`src/rtl/alarm_sounder_pkg.sv`:
```
// Shared alarm definitions: state encoding and counter width helper.
// Latency: n/a (types and constant functions only).
// Backpressure: n/a.
package alarm_sounder_pkg;

   // State encoding shared with the alarm settings block.
   typedef enum logic [1:0] {
      ST_IDLE    = 2'd0,
      ST_RINGING = 2'd1,
      ST_SNOOZE  = 2'd2
   } alarm_state_t;

   // Width of a seconds counter that must reach max(a, b).
   function automatic int sec_cnt_width(input int a, input int b);
      return $clog2(((a > b) ? a : b) + 1);
   endfunction

endpackage

```
`src/rtl/alarm_sounder_tone_gen.sv`:
```
// Square-wave tone source: toggles tone_out every TONE_DIV cycles while en is high.
// Latency: first toggle TONE_DIV cycles after en rises; counter and output clear when en drops.
// Backpressure: none, free-running while enabled.
module tone_gen #(
   parameter int TONE_DIV = 5
) (
   input  logic sys_clk,
   input  logic rst_n,
   input  logic en,
   output logic tone_out
);

   localparam int CW = (TONE_DIV > 1) ? $clog2(TONE_DIV) : 1;

   logic [CW-1:0] cnt;
   logic          tone_sq;

   // Divide sys_clk down; hold everything cleared while not enabled.
   always_ff @(posedge sys_clk or negedge rst_n) begin
      if (!rst_n) begin
         cnt     <= '0;
         tone_sq <= 1'b0;
      end else if (!en) begin
         cnt     <= '0;
         tone_sq <= 1'b0;
      end else if (cnt == CW'(TONE_DIV - 1)) begin
         cnt     <= '0;
         tone_sq <= ~tone_sq;
      end else begin
         cnt     <= cnt + CW'(1);
      end
   end

   assign tone_out = tone_sq;

endmodule

```
`src/rtl/alarm_sounder.sv`:
```
// Alarm sounder: trigger edge -> gated 1 s on / 1 s off tone, with snooze, off and auto-silence.
// Latency: state outputs change on the edge sampling the event; buzzer_out lags tone by one cycle.
// Backpressure: none; events not applicable in the current state are dropped.
module alarm_sounder #(
   parameter int SYS_CLK_HZ       = 100_000_000,
   parameter int TONE_HZ          = 2000,
   parameter int SNOOZE_SEC       = 300,
   parameter int RING_TIMEOUT_SEC = 60,
   parameter int MAX_SNOOZE       = 3
) (
   input  logic                            sys_clk,
   input  logic                            rst_n,
   input  logic                            clk_1hz_en,
   input  logic                            alarm_trigger_in,
   input  logic                            snooze_btn,
   input  logic                            alarm_off_btn,
   output logic                            buzzer_out,
   output logic                            alarm_active_out,
   output logic                            snooze_active_out,
   output logic [$clog2(MAX_SNOOZE+1)-1:0] snooze_count_out
);

   import alarm_sounder_pkg::*;

   localparam int TONE_DIV = SYS_CLK_HZ / (2 * TONE_HZ);
   localparam int SEC_W    = sec_cnt_width(SNOOZE_SEC, RING_TIMEOUT_SEC);
   localparam int SNZ_W    = $clog2(MAX_SNOOZE + 1);

   alarm_state_t state, state_nxt;
   logic [SEC_W-1:0] sec_cnt, sec_nxt;
   logic [SNZ_W-1:0] snooze_cnt, snz_nxt;
   logic             beep_on, beep_nxt;
   logic             trig_q, snz_q, off_q;
   logic             trig_ev, snz_ev, off_ev;
   logic             tone_sq;

   // Input history for rising-edge detection; reset high so held inputs do not fire.
   always_ff @(posedge sys_clk or negedge rst_n) begin
      if (!rst_n) begin
         trig_q <= 1'b1;
         snz_q  <= 1'b1;
         off_q  <= 1'b1;
      end else begin
         trig_q <= alarm_trigger_in;
         snz_q  <= snooze_btn;
         off_q  <= alarm_off_btn;
      end
   end

   assign trig_ev = alarm_trigger_in & ~trig_q;
   assign snz_ev  = snooze_btn & ~snz_q;
   assign off_ev  = alarm_off_btn & ~off_q;

   // FSM and per-event counter registers.
   always_ff @(posedge sys_clk or negedge rst_n) begin
      if (!rst_n) begin
         state      <= ST_IDLE;
         sec_cnt    <= '0;
         beep_on    <= 1'b0;
         snooze_cnt <= '0;
      end else begin
         state      <= state_nxt;
         sec_cnt    <= sec_nxt;
         beep_on    <= beep_nxt;
         snooze_cnt <= snz_nxt;
      end
   end

   // Next state: off beats snooze beats tick beats trigger; inapplicable events fall through.
   always_comb begin
      state_nxt = state;
      sec_nxt   = sec_cnt;
      beep_nxt  = beep_on;
      snz_nxt   = snooze_cnt;
      case (state)
         ST_IDLE: begin
            if (trig_ev) begin
               state_nxt = ST_RINGING;
               sec_nxt   = '0;
               beep_nxt  = 1'b1;
               snz_nxt   = '0;
            end
         end
         ST_RINGING: begin
            if (off_ev) begin
               state_nxt = ST_IDLE;
               snz_nxt   = '0;
            end else if (snz_ev && (snooze_cnt < SNZ_W'(MAX_SNOOZE))) begin
               state_nxt = ST_SNOOZE;
               sec_nxt   = '0;
               snz_nxt   = snooze_cnt + SNZ_W'(1);
            end else if (clk_1hz_en) begin
               if (sec_cnt == SEC_W'(RING_TIMEOUT_SEC - 1)) begin
                  state_nxt = ST_IDLE;
                  snz_nxt   = '0;
               end else begin
                  sec_nxt  = sec_cnt + SEC_W'(1);
                  beep_nxt = ~beep_on;
               end
            end
         end
         ST_SNOOZE: begin
            if (off_ev) begin
               state_nxt = ST_IDLE;
               snz_nxt   = '0;
            end else if (clk_1hz_en) begin
               if (sec_cnt == SEC_W'(SNOOZE_SEC - 1)) begin
                  state_nxt = ST_RINGING;
                  sec_nxt   = '0;
                  beep_nxt  = 1'b1;
               end else begin
                  sec_nxt = sec_cnt + SEC_W'(1);
               end
            end
         end
         default: state_nxt = ST_IDLE;
      endcase
   end

   tone_gen #(
      .TONE_DIV (TONE_DIV)
   ) u_tone (
      .sys_clk  (sys_clk),
      .rst_n    (rst_n),
      .en       (state == ST_RINGING),
      .tone_out (tone_sq)
   );

   // Gate the tone by the beep cadence and register it for a glitch-free pin.
   always_ff @(posedge sys_clk or negedge rst_n) begin
      if (!rst_n) buzzer_out <= 1'b0;
      else        buzzer_out <= tone_sq & beep_on & (state == ST_RINGING);
   end

   assign alarm_active_out  = (state != ST_IDLE);
   assign snooze_active_out = (state == ST_SNOOZE);
   assign snooze_count_out  = snooze_cnt;

endmodule

```
`config.mk`:
```
export PLATFORM = sky130hd
export DESIGN_NAME = alarm_sounder
export DESIGN_NICKNAME = d
export VERILOG_FILES = /design/src/rtl/alarm_sounder_pkg.sv /design/src/rtl/alarm_sounder_tone_gen.sv /design/src/rtl/alarm_sounder.sv
export SDC_FILE = /design/constraint.sdc
export NUM_CORES = 1
export LEC_CHECK = 0
export CAP_MARGIN = 20
export CORE_ASPECT_RATIO = 1.1
export CORE_MARGIN = 2
export CORE_UTILIZATION = 40
export DETAILED_ROUTE_END_ITERATION = 10
export GPL_TIMING_DRIVEN = 0
export SETUP_SLACK_MARGIN = 0.02
export SYNTH_ARGS = -nofsm -noshare
export SYNTH_HDL_FRONTEND = slang
export SYNTH_SLANG_ARGS = --single-unit
```
`constraint.sdc`:
```
create_clock -name sys_clk -period 2.05 [get_ports sys_clk]
set_clock_uncertainty 0.05 [all_clocks]
set_input_delay 0.205 -clock sys_clk [delete_from_list [all_inputs] [get_ports sys_clk]]
set_output_delay 0.205 -clock sys_clk [all_outputs]
set_load 0.1 [all_outputs]
```
==> flow_metrics.tcl <==
set metrics [dict create \
    total_power_w 0.002640 \
    core_mm2 0.004554 \
    portBuffers 10 \
    io_pins 11 \
    r2r_cells 6 \
    yosysUniqueCellTypes 43 \
    power_density_mw_per_mm2 1137 \
    insertion_delay_ns 0.29 \
    cts.sinks 34 \
    place_congestion 0.7767 \
    grt_pass1_vias 1440 \
    yosysTopAreaCellShare_pct 41.67 \
    crit_family "simple AND/OR/NAND/NOR gates" \
    vias_per_cell 5.316 \
    critPathKind "reg -> reg" \
    critical_path.slowest_cell "or4b_4" \
    rsz0062_at_grt "true" \
    synthCells 188 \
    drv_slew 0 \
    crit_arrival_ns 2.30 \
    fp.dieW_um 69.05 \
    vias 1446 \
    cp.required_ns 2.16 \
    drv_cap 0 \
    syn-cell-area_mm2 0.001862 \
    r2r-end "snooze_count_out[0]" \
    vdd_drop_max_v 0.0005898 \
    synth_nets 201 \
    fin_crit_sh_pct 106.9 \
    layout_commonest_cell "dfrtp_1" \
    max_slew_margin_pct 35.57 \
    r2r_slack_ns -0.14 \
    antenna_found_initial 0 \
    root_buffer "clkbuf_8" \
    crit_fanout 4 \
    seq_area_frac_synth_pct 45.90 \
    area_delta_synth_final_pct 24.66 \
    synth_edf_count 0 \
    diodes 0 \
    async_flop_share_pct 100.0 \
    status "finished, violations left" \
    cts_buffers 5 \
    chipHeight_um 75.56 \
    p_leak_nw 1.004 \
    nNetsFinal 228 \
    ant_nets 0 \
    clockBufferDepth 2 \
    layout_common_cells "dfrtp_1, nor2_1, nand2_1" \
    grt_usage_pct 16.41 \
    cts_htree_levels 2 \
    path_cells "ha_4 -> or3b_4 -> nand3_2 -> a31oi_4 -> or4b_4 -> mux2_4" \
    drive_gt1_share_pct 26.39 \
    grt_pass1_wl_um 6755 \
    firstDrtPassIters 4 \
    overflow 0 \
    fmax_ghz 0.4564 \
    worst_hold_path.num_cells 1 \
    finalCriticalPeriod_ns 2.191 \
    synth_top_area_cell "dfrtp_1" \
    synth_seq_cells 34 \
    grt_max_degree 35 \
    start_kind "flip-flop" \
    setup_slack_ns -0.1412 \
    hold_start "alarm_trigger_in" \
    drc 0 \
    end_kind "flip-flop" \
    drt_iter0_drc 71 \
    yosys_warnings 0 \
    min_to "trig_q" \
    violations "negative setup slack" \
    slowest_delay_ns 0.52 \
    cts_tree "done" \
    initial_utilization_pct 40.88 \
    hold_viol_final 0 \
    critPathBufInv 0 \
    worst_pin_slew_ns 0.9649 \
    pre_cts_slack_ns -0.3353 \
    hpwl_um 2798 \
    synth_ff_type "dfrtp_1" \
    die_area_mm2 0.005217 \
    clk_pin_slew_ns 0.06 \
    setup_violations 10 \
    wirelength_um 3892 \
    fin_util_pct 50.96 \
    synth_area_per_cell_um2 9.903 \
    rows 26 \
    worstReg2RegStart "snooze_count_out[0]" \
    routedWlPerCell_um 14.31 \
    hold_path.class "in -> reg" \
    synthTopCellsByArea "dfrtp_1, nor2_1, ha_1" \
]
-- routing by layer --
metal	vias to the layer above	wire (um)	track usage, %
met5	-	0	0
met4	0	50	8.279
met3	5	83	3.042
met2	15	2013	29.49
met1	715	1744	19.20
li1	711	-	-
-- worst max path at each step --
stage	start	end	slack (ns)	cells past startpoint
finish	snooze_count_out[0]	snooze_count_out[0]	-0.14	6
global route	snooze_count_out[0]	snooze_count_out[0]	-0.18	6
CTS	snooze_count_out[1]	snooze_count_out[0]	-0.14	6
detailed placement	state[0]	sec_cnt[5]	-0.34	8
global placement	state[0]	sec_cnt[7]	-0.22	8
floorplan	snooze_count_out[1]	snooze_count_out[0]	-0.24	6
-- cells in the mapped netlist (2+ instances only) --
library cell  instances
o21a_1                2
a22o_1                6
nand4_1               2
and3_1                7
nor2_1               25
or2_2                 2
mux2_2                2
nor3_1                7
and2_1                3
xor2_1                6
a21oi_1               6
nand3_1               9
dfstp_2               3
dfrtp_1              31
nand2b_1              2
nand2_1              18
mux2_4                2
a31oi_1               3
a21bo_2               3
xnor2_1               7
o21ai_0               6
nor2b_1               4
clkbuf_1              2
inv_1                 5
ha_1                  7
-- worst register-to-register path: stages (launching register included) --
cell     delay, ns
dfrtp_4       0.50
ha_4          0.17
or3b_4        0.38
nand3_2       0.10
a31oi_4       0.04
or4b_4        0.52
mux2_4        0.31
-- timing repair --
action,4_1_cts,5_1_grt
setup buffers,8,1
pin swaps,4,2
setup endpoints to repair,17,25
hold buffers,1,0
hold endpoints to repair,31,0
resized for setup,32,12
-- power by group --
part / internal [W] / leakage (nW) / switching [W]
combinational: 0.000580 / 0.510 / 0.000739
sequential: 0.000758 / 0.449 / 0.0000899
clock: 0.000235 / 0.0450 / 0.000238
-- final cells by class --
cell class,instances,area (um2)
Buffer,3,22.52
Clock buffer,6,72.57
Clock inverter,2,10.01
Fill cell,409,2233
Inverter,5,18.77
Multi-Input combinational cell,146,1090
Sequential cell,34,864.6
Tap cell,56,70.07
Timing Repair Buffer,20,172.7
-- state kept, by name (all words and copies together) (netlist names) --
register          cells
snooze_count_out      2
u_tone.cnt           15
beep_on               1
trig_q                1
off_q                 1
buzzer_out            1
state                 2
u_tone.tone_out       1
snz_q                 1
sec_cnt               9
-- through the flow --
| stage | cells | TNS (ns) | hold slack (ns) | instance area (um2) |
|---|---|---|---|---|
| final | 272 | -0.5500 | 0.3118 | 2321 |
| after global routing | 272 | -1.125 | 0.2951 | 2321 |
| after CTS | 271 | -0.8250 | 0.3013 | 2293 |
| after detailed placement | 254 | -2.835 | 0.2734 | 2049 |
| after global placement | 254 | -1.982 | 0.3999 | 2054 |
| after floorplan | 188 | -1.850 | -0.1406 | 1884 |
-- cell families (layout without fill, tap and decap cells) --
logic type	after synthesis	in the layout	synth area share (%)
AND/OR/NAND/NOR	90	90	26.01
XOR/XNOR	13	13	6.116
AO/OA/AOI/OAI	31	31	12.23
adder cells (fa/ha/maj)	7	7	4.704
flip-flops	34	34	45.90
buffers and inverters	8	36	1.680
multiplexers	5	5	3.360
Note: power is estimated with default switching activity, not from simulation.
==> patch 1, RTL diff (same flow settings) <==
Set the parameter `TONE_HZ` to 1000 (it was 2000).
--- a/src/rtl/alarm_sounder.sv
+++ b/src/rtl/alarm_sounder.sv
@@ -4,5 +4,5 @@
 module alarm_sounder #(
    parameter int SYS_CLK_HZ       = 100_000_000,
-   parameter int TONE_HZ          = 2000,
+   parameter int TONE_HZ          = 1000,
    parameter int SNOOZE_SEC       = 300,
    parameter int RING_TIMEOUT_SEC = 60,
Check against the original RTL: same outputs for any inputs over 10 cycles, from zero or initial values and one cycle with rst_n low; that may be too few to reach the edited logic, so the function may still have changed.
==> patch 1 against the unedited design <==
- final area shrank 0.49%
- clock power rose by 8.2%
- area after synthesis up 0.60%
- setup slack better by 0.16 ns
- largest power group unchanged
- sequential cell count increased by 1
- sequential share of layout area grew 1.3 points
- via count shrank 1.5%
- synthesized cell count up 2.7%
- total power is 4.9% lower
- utilization down 0.61 points
- hold slack got worse by 0.0042 ns
- first-iteration DRC count is 5.6% higher
- combinational power down 12%
- wire length down 4.6%
==> patch 1: results (changes against the unedited design) <==
.. list-table::
   :header-rows: 1

   * - Metric
     - Value
   * - Cell type group with the largest total delay on the critical path
     - compound AO/OA/AOI/OAI gates
   * - Per-instance average area after synthesis
     - 9.70 sq um (-2.0%)
   * - Post-Synth Adder-Cell Area
     - 4.68% (-0.028 points)
   * - Wire length of the first global-routing pass
     - 6700 um (-0.83%)
   * - Starting DRT DRC Count
     - 75 (+5.6%)
   * - Post-CTS Setup Repair Bufs
     - 2 (-6)
   * - Ranking of synthesized cells by area
     - dfrtp_1 (43%), nor2_1 (5.8%), ha_1 (4.7%)
   * - Result of the run
     - finished, final reports clean
   * - Placed cell count
     - 259 (+2.0%)
   * - Cell area reported after detailed placement
     - 2080 sq um (+1.7%)
   * - Final WL
     - 3710 um (-4.6%)
   * - Parity-gate share of the synthesized area counting xor and xnor cells
     - 7.01% (+0.90 points)
   * - Slew headroom
     - 34.9% (-0.68 points)
   * - Switching share of power
     - 40.2% (-0.23 points)
   * - Post-cts resize count
     - 18 (-44%)
   * - CP Data Arrival Time
     - 2.15 ns (-0.15 ns)
   * - Final layout net count
     - 229 (+0.44%)
   * - Maximum VDD drop
     - 0.000643 V (+9.0%)
   * - Placer congestion estimate
     - 0.779 (+0.27%)
   * - List of most frequent post-synthesis cells
     - dfrtp_1 (32), nor2_1 (29), nand2_1 (21)
   * - Synthesized netlist net count
     - 206 (+2.5%)
   * - Synthesized-area fraction occupied by ao, oa, aoi and oai cells
     - 12.2% (about the same)
   * - Delay of the slowest critical-path stage
     - 0.52 ns (about the same)
   * - Largest net degree at the start of global routing
     - 36 (+2.9%)
   * - Cell with the largest stage delay on the worst path
     - or4_1
   * - Via Count
     - 1425 (-1.5%)
   * - Placement-stage worst setup slack
     - -0.210 ns (+0.125 ns)
   * - Wirelength per Cell
     - 13.6 um (-4.9%)
   * - Mux cell area share after synthesis
     - 2.40% (-0.96 points)
   * - Registers with the highest flip-flop counts
     - u_tone.cnt x16, sec_cnt x9
   * - Sequential area share after synthesis
     - 47.0% (+1.1 points)
   * - Vias in the first global route
     - 1463 (+1.6%)
   * - HPWL after DPL
     - 2540 um (-9.1%)
   * - Leakage
     - 1.04 nW (+3.4%)
   * - Share of post-route cells with drive strength above 1
     - 21.2% (-5.2 points)
   * - Fill cells
     - 432 (+5.6%)
   * - Global router's overall resource usage
     - 16.3% (-0.13 points)
   * - Synth unique cells
     - 39 (-9.3%)
   * - Critical path peak fanout
     - 6 (+2)
==> patch 1: logic make-up (layout without fill, tap and decap cells) <==
group                    Yosys count  count (layout)
XOR/XNOR                          15              15
flip-flops                        35              35
AND/OR/NAND/NOR                   91              91
AO/OA/AOI/OAI                     29              29
buffers and inverters             12              36
multiplexers                       4               4
adder cells (fa/ha/maj)            7               7
==> patch 1: path summary, 6_finish.rpt <==
check | from | to | slack [ns] | cells past startpoint
max reg2reg | sec_cnt[7] | sec_cnt[4] | 0.02 | 5
max in group asynchronous | rst_n | snooze_count_out[0] | 0.88 | 2
max | sec_cnt[7] | sec_cnt[4] | 0.02 | 5
min in group asynchronous | rst_n | snooze_count_out[1] | 0.49 | 2
min | alarm_trigger_in | trig_q | 0.31 | 1
min reg2reg | u_tone.cnt[0] | u_tone.cnt[0] | 0.44 | 1
==> patch 1: final cells by class <==
type | count | area, sq um | area share (%)
Multi-Input combinational cell | 146 | 1050 | 45.6
Sequential cell | 35 | 890 | 38.5
Timing Repair Buffer | 17 | 156 | 6.77
Clock buffer | 7 | 86.3 | 3.74
Tap cell | 56 | 70.1 | 3.03
Inverter | 10 | 37.5 | 1.63
Buffer | 1 | 11.3 | 0.488
Clock inverter | 1 | 5.00 | 0.217
==> patch 1: layer usage <==
layer	share of wire (%)	GRT usage, %	up-vias
met5	0	0	-
met4	1.6	7.84	0
met3	1.9	3.17	5
met2	46	27.4	11
met1	50	20.6	690
li1	-	-	719
==> patch 1: power by group through the flow <==
stage               Combinational [mW]  Sequential (mW)  Clock, mW
floorplan                        0.749            0.903          0
global placement                  1.03            0.851          0
detailed placement                1.02            0.854          0
CTS                               1.11            0.836      0.531
global route                      1.28            0.852      0.565
finish                            1.16            0.841      0.512
==> patch 2, RTL diff (config.mk and constraints unchanged) <==
Without the edit above. Encoding of `alarm_state_t`: now one-hot (3 bits for 3 states).
--- a/src/rtl/alarm_sounder_pkg.sv
+++ b/src/rtl/alarm_sounder_pkg.sv
@@ -5,8 +5,8 @@
 
    // State encoding shared with the alarm settings block.
-   typedef enum logic [1:0] {
-      ST_IDLE    = 2'd0,
-      ST_RINGING = 2'd1,
-      ST_SNOOZE  = 2'd2
+   typedef enum logic [2:0] {
+      ST_IDLE    = 3'b001,
+      ST_RINGING = 3'b010,
+      ST_SNOOZE  = 3'b100
    } alarm_state_t;
 
Function: same outputs for any inputs over 10 cycles, from zero or initial values and one cycle with rst_n low; not proved beyond that.
==> patch 2 against the unedited design <==
- non-clock buffer count is 9 lower
- area after synthesis is 0.20% higher
- total power is 14% lower
- final area is 6.4% lower
- wire length is 6.9% lower
- setup slack better by 0.20 ns
- synthesized cell count is 1.6% lower
- critical path depth is 5 lower
- sequential power hardly changed
- sequential cell count is 1 higher
- critical path type is now reg2out
==> patch 2: results (changes against the unedited design) <==
.. list-table::
   :header-rows: 1

   * - Metric
     - Value
   * - P_clk
     - 0.641 mW (+36%)
   * - Total length of routed met3 wires
     - 94 um (+13%)
   * - Leakage
     - 0.904 nW (-9.9%)
   * - Share of post-route cells with drive strength above 1
     - 17.2% (-9.2 points)
   * - Multi-input combinational gate total
     - 143 (-2.1%)
   * - CP Data Arrival Time
     - 1.73 ns (-0.57 ns)
   * - Placer congestion estimate
     - 0.837 (+7.8%)
   * - Register-to-Register Setup Slack
     - 0.16 ns (+0.30 ns)
   * - Ranking of synthesized cells by area
     - dfrtp_1 (42%), dfstp_2 (5.6%), nor2_1 (5.2%)
   * - Wire length of the first global-routing pass
     - 6430 um (-4.8%)
   * - Maximum VDD drop
     - 0.000442 V (-25%)
   * - Result of the run
     - finished, final reports clean
   * - Post-cts resize count
     - 9 (-72%)
   * - Worst hold margin
     - 0.287 ns (-0.0252 ns)
   * - NetSw
     - 0.840 mW (-21%)
   * - Synthesized netlist net count
     - 194 (-3.5%)
   * - Sequential area share after synthesis
     - 47.2% (+1.3 points)
   * - Critical path peak fanout
     - 1 (-3)
   * - Time the final worst path needs with I/O delays and setup
     - 1.99 ns (-0.204 ns)
   * - Via density
     - 5.52 (+3.9%)
   * - Vias in the first global route
     - 1407 (-2.3%)
   * - Seq/total area
     - 40.6% (+3.4 points)
   * - Wirelength per Cell
     - 13.9 um (-2.6%)
   * - Seq group
     - 0.850 mW (about the same)
   * - Fill cells
     - 432 (+5.6%)
   * - List of most frequent post-synthesis cells
     - dfrtp_1 (31), nor2_1 (26), nand3_1 (13)
## patch 2: changes by cell type after synthesis, moves of 5 or more
cell	before	now
o2bb2ai_1	0	7
o211ai_1	0	7
nor3_1	7	2
a22o_1	6	1
nand2_1	18	9
## patch 2: routing by layer
layer  global-route usage, %  vias to the layer above
li1                        -                      699
met3                    3.97                        6
met2                    24.7                       16
met1                    20.2                      715
met5                       0                        -
met4                    6.54                        0
## patch 2: metrics by stage
step | instances | util [%] | setup TNS, ns
after detailed placement | 251 | 44.6 | -1.01
after CTS | 260 | 47.6 | -0.0502
after floorplan | 185 | - | 0
after global routing | 260 | 47.7 | 0
final | 260 | 47.7 | 0
after global placement | 251 | 44.8 | -0.808
## patch 2: logic make-up (layout without fill, tap and decap cells)
family	Yosys count	count (layout)	synth area share, %
AOI/OAI and AO/OA	33	33	13.6
xor gates and xnor gates	14	14	6.57
adders and majority gates	3	3	2.01
buffers and inverters	7	26	2.08
DFF	35	35	47.2
muxes	1	1	0.604
and+or+nand+nor	92	92	27.9
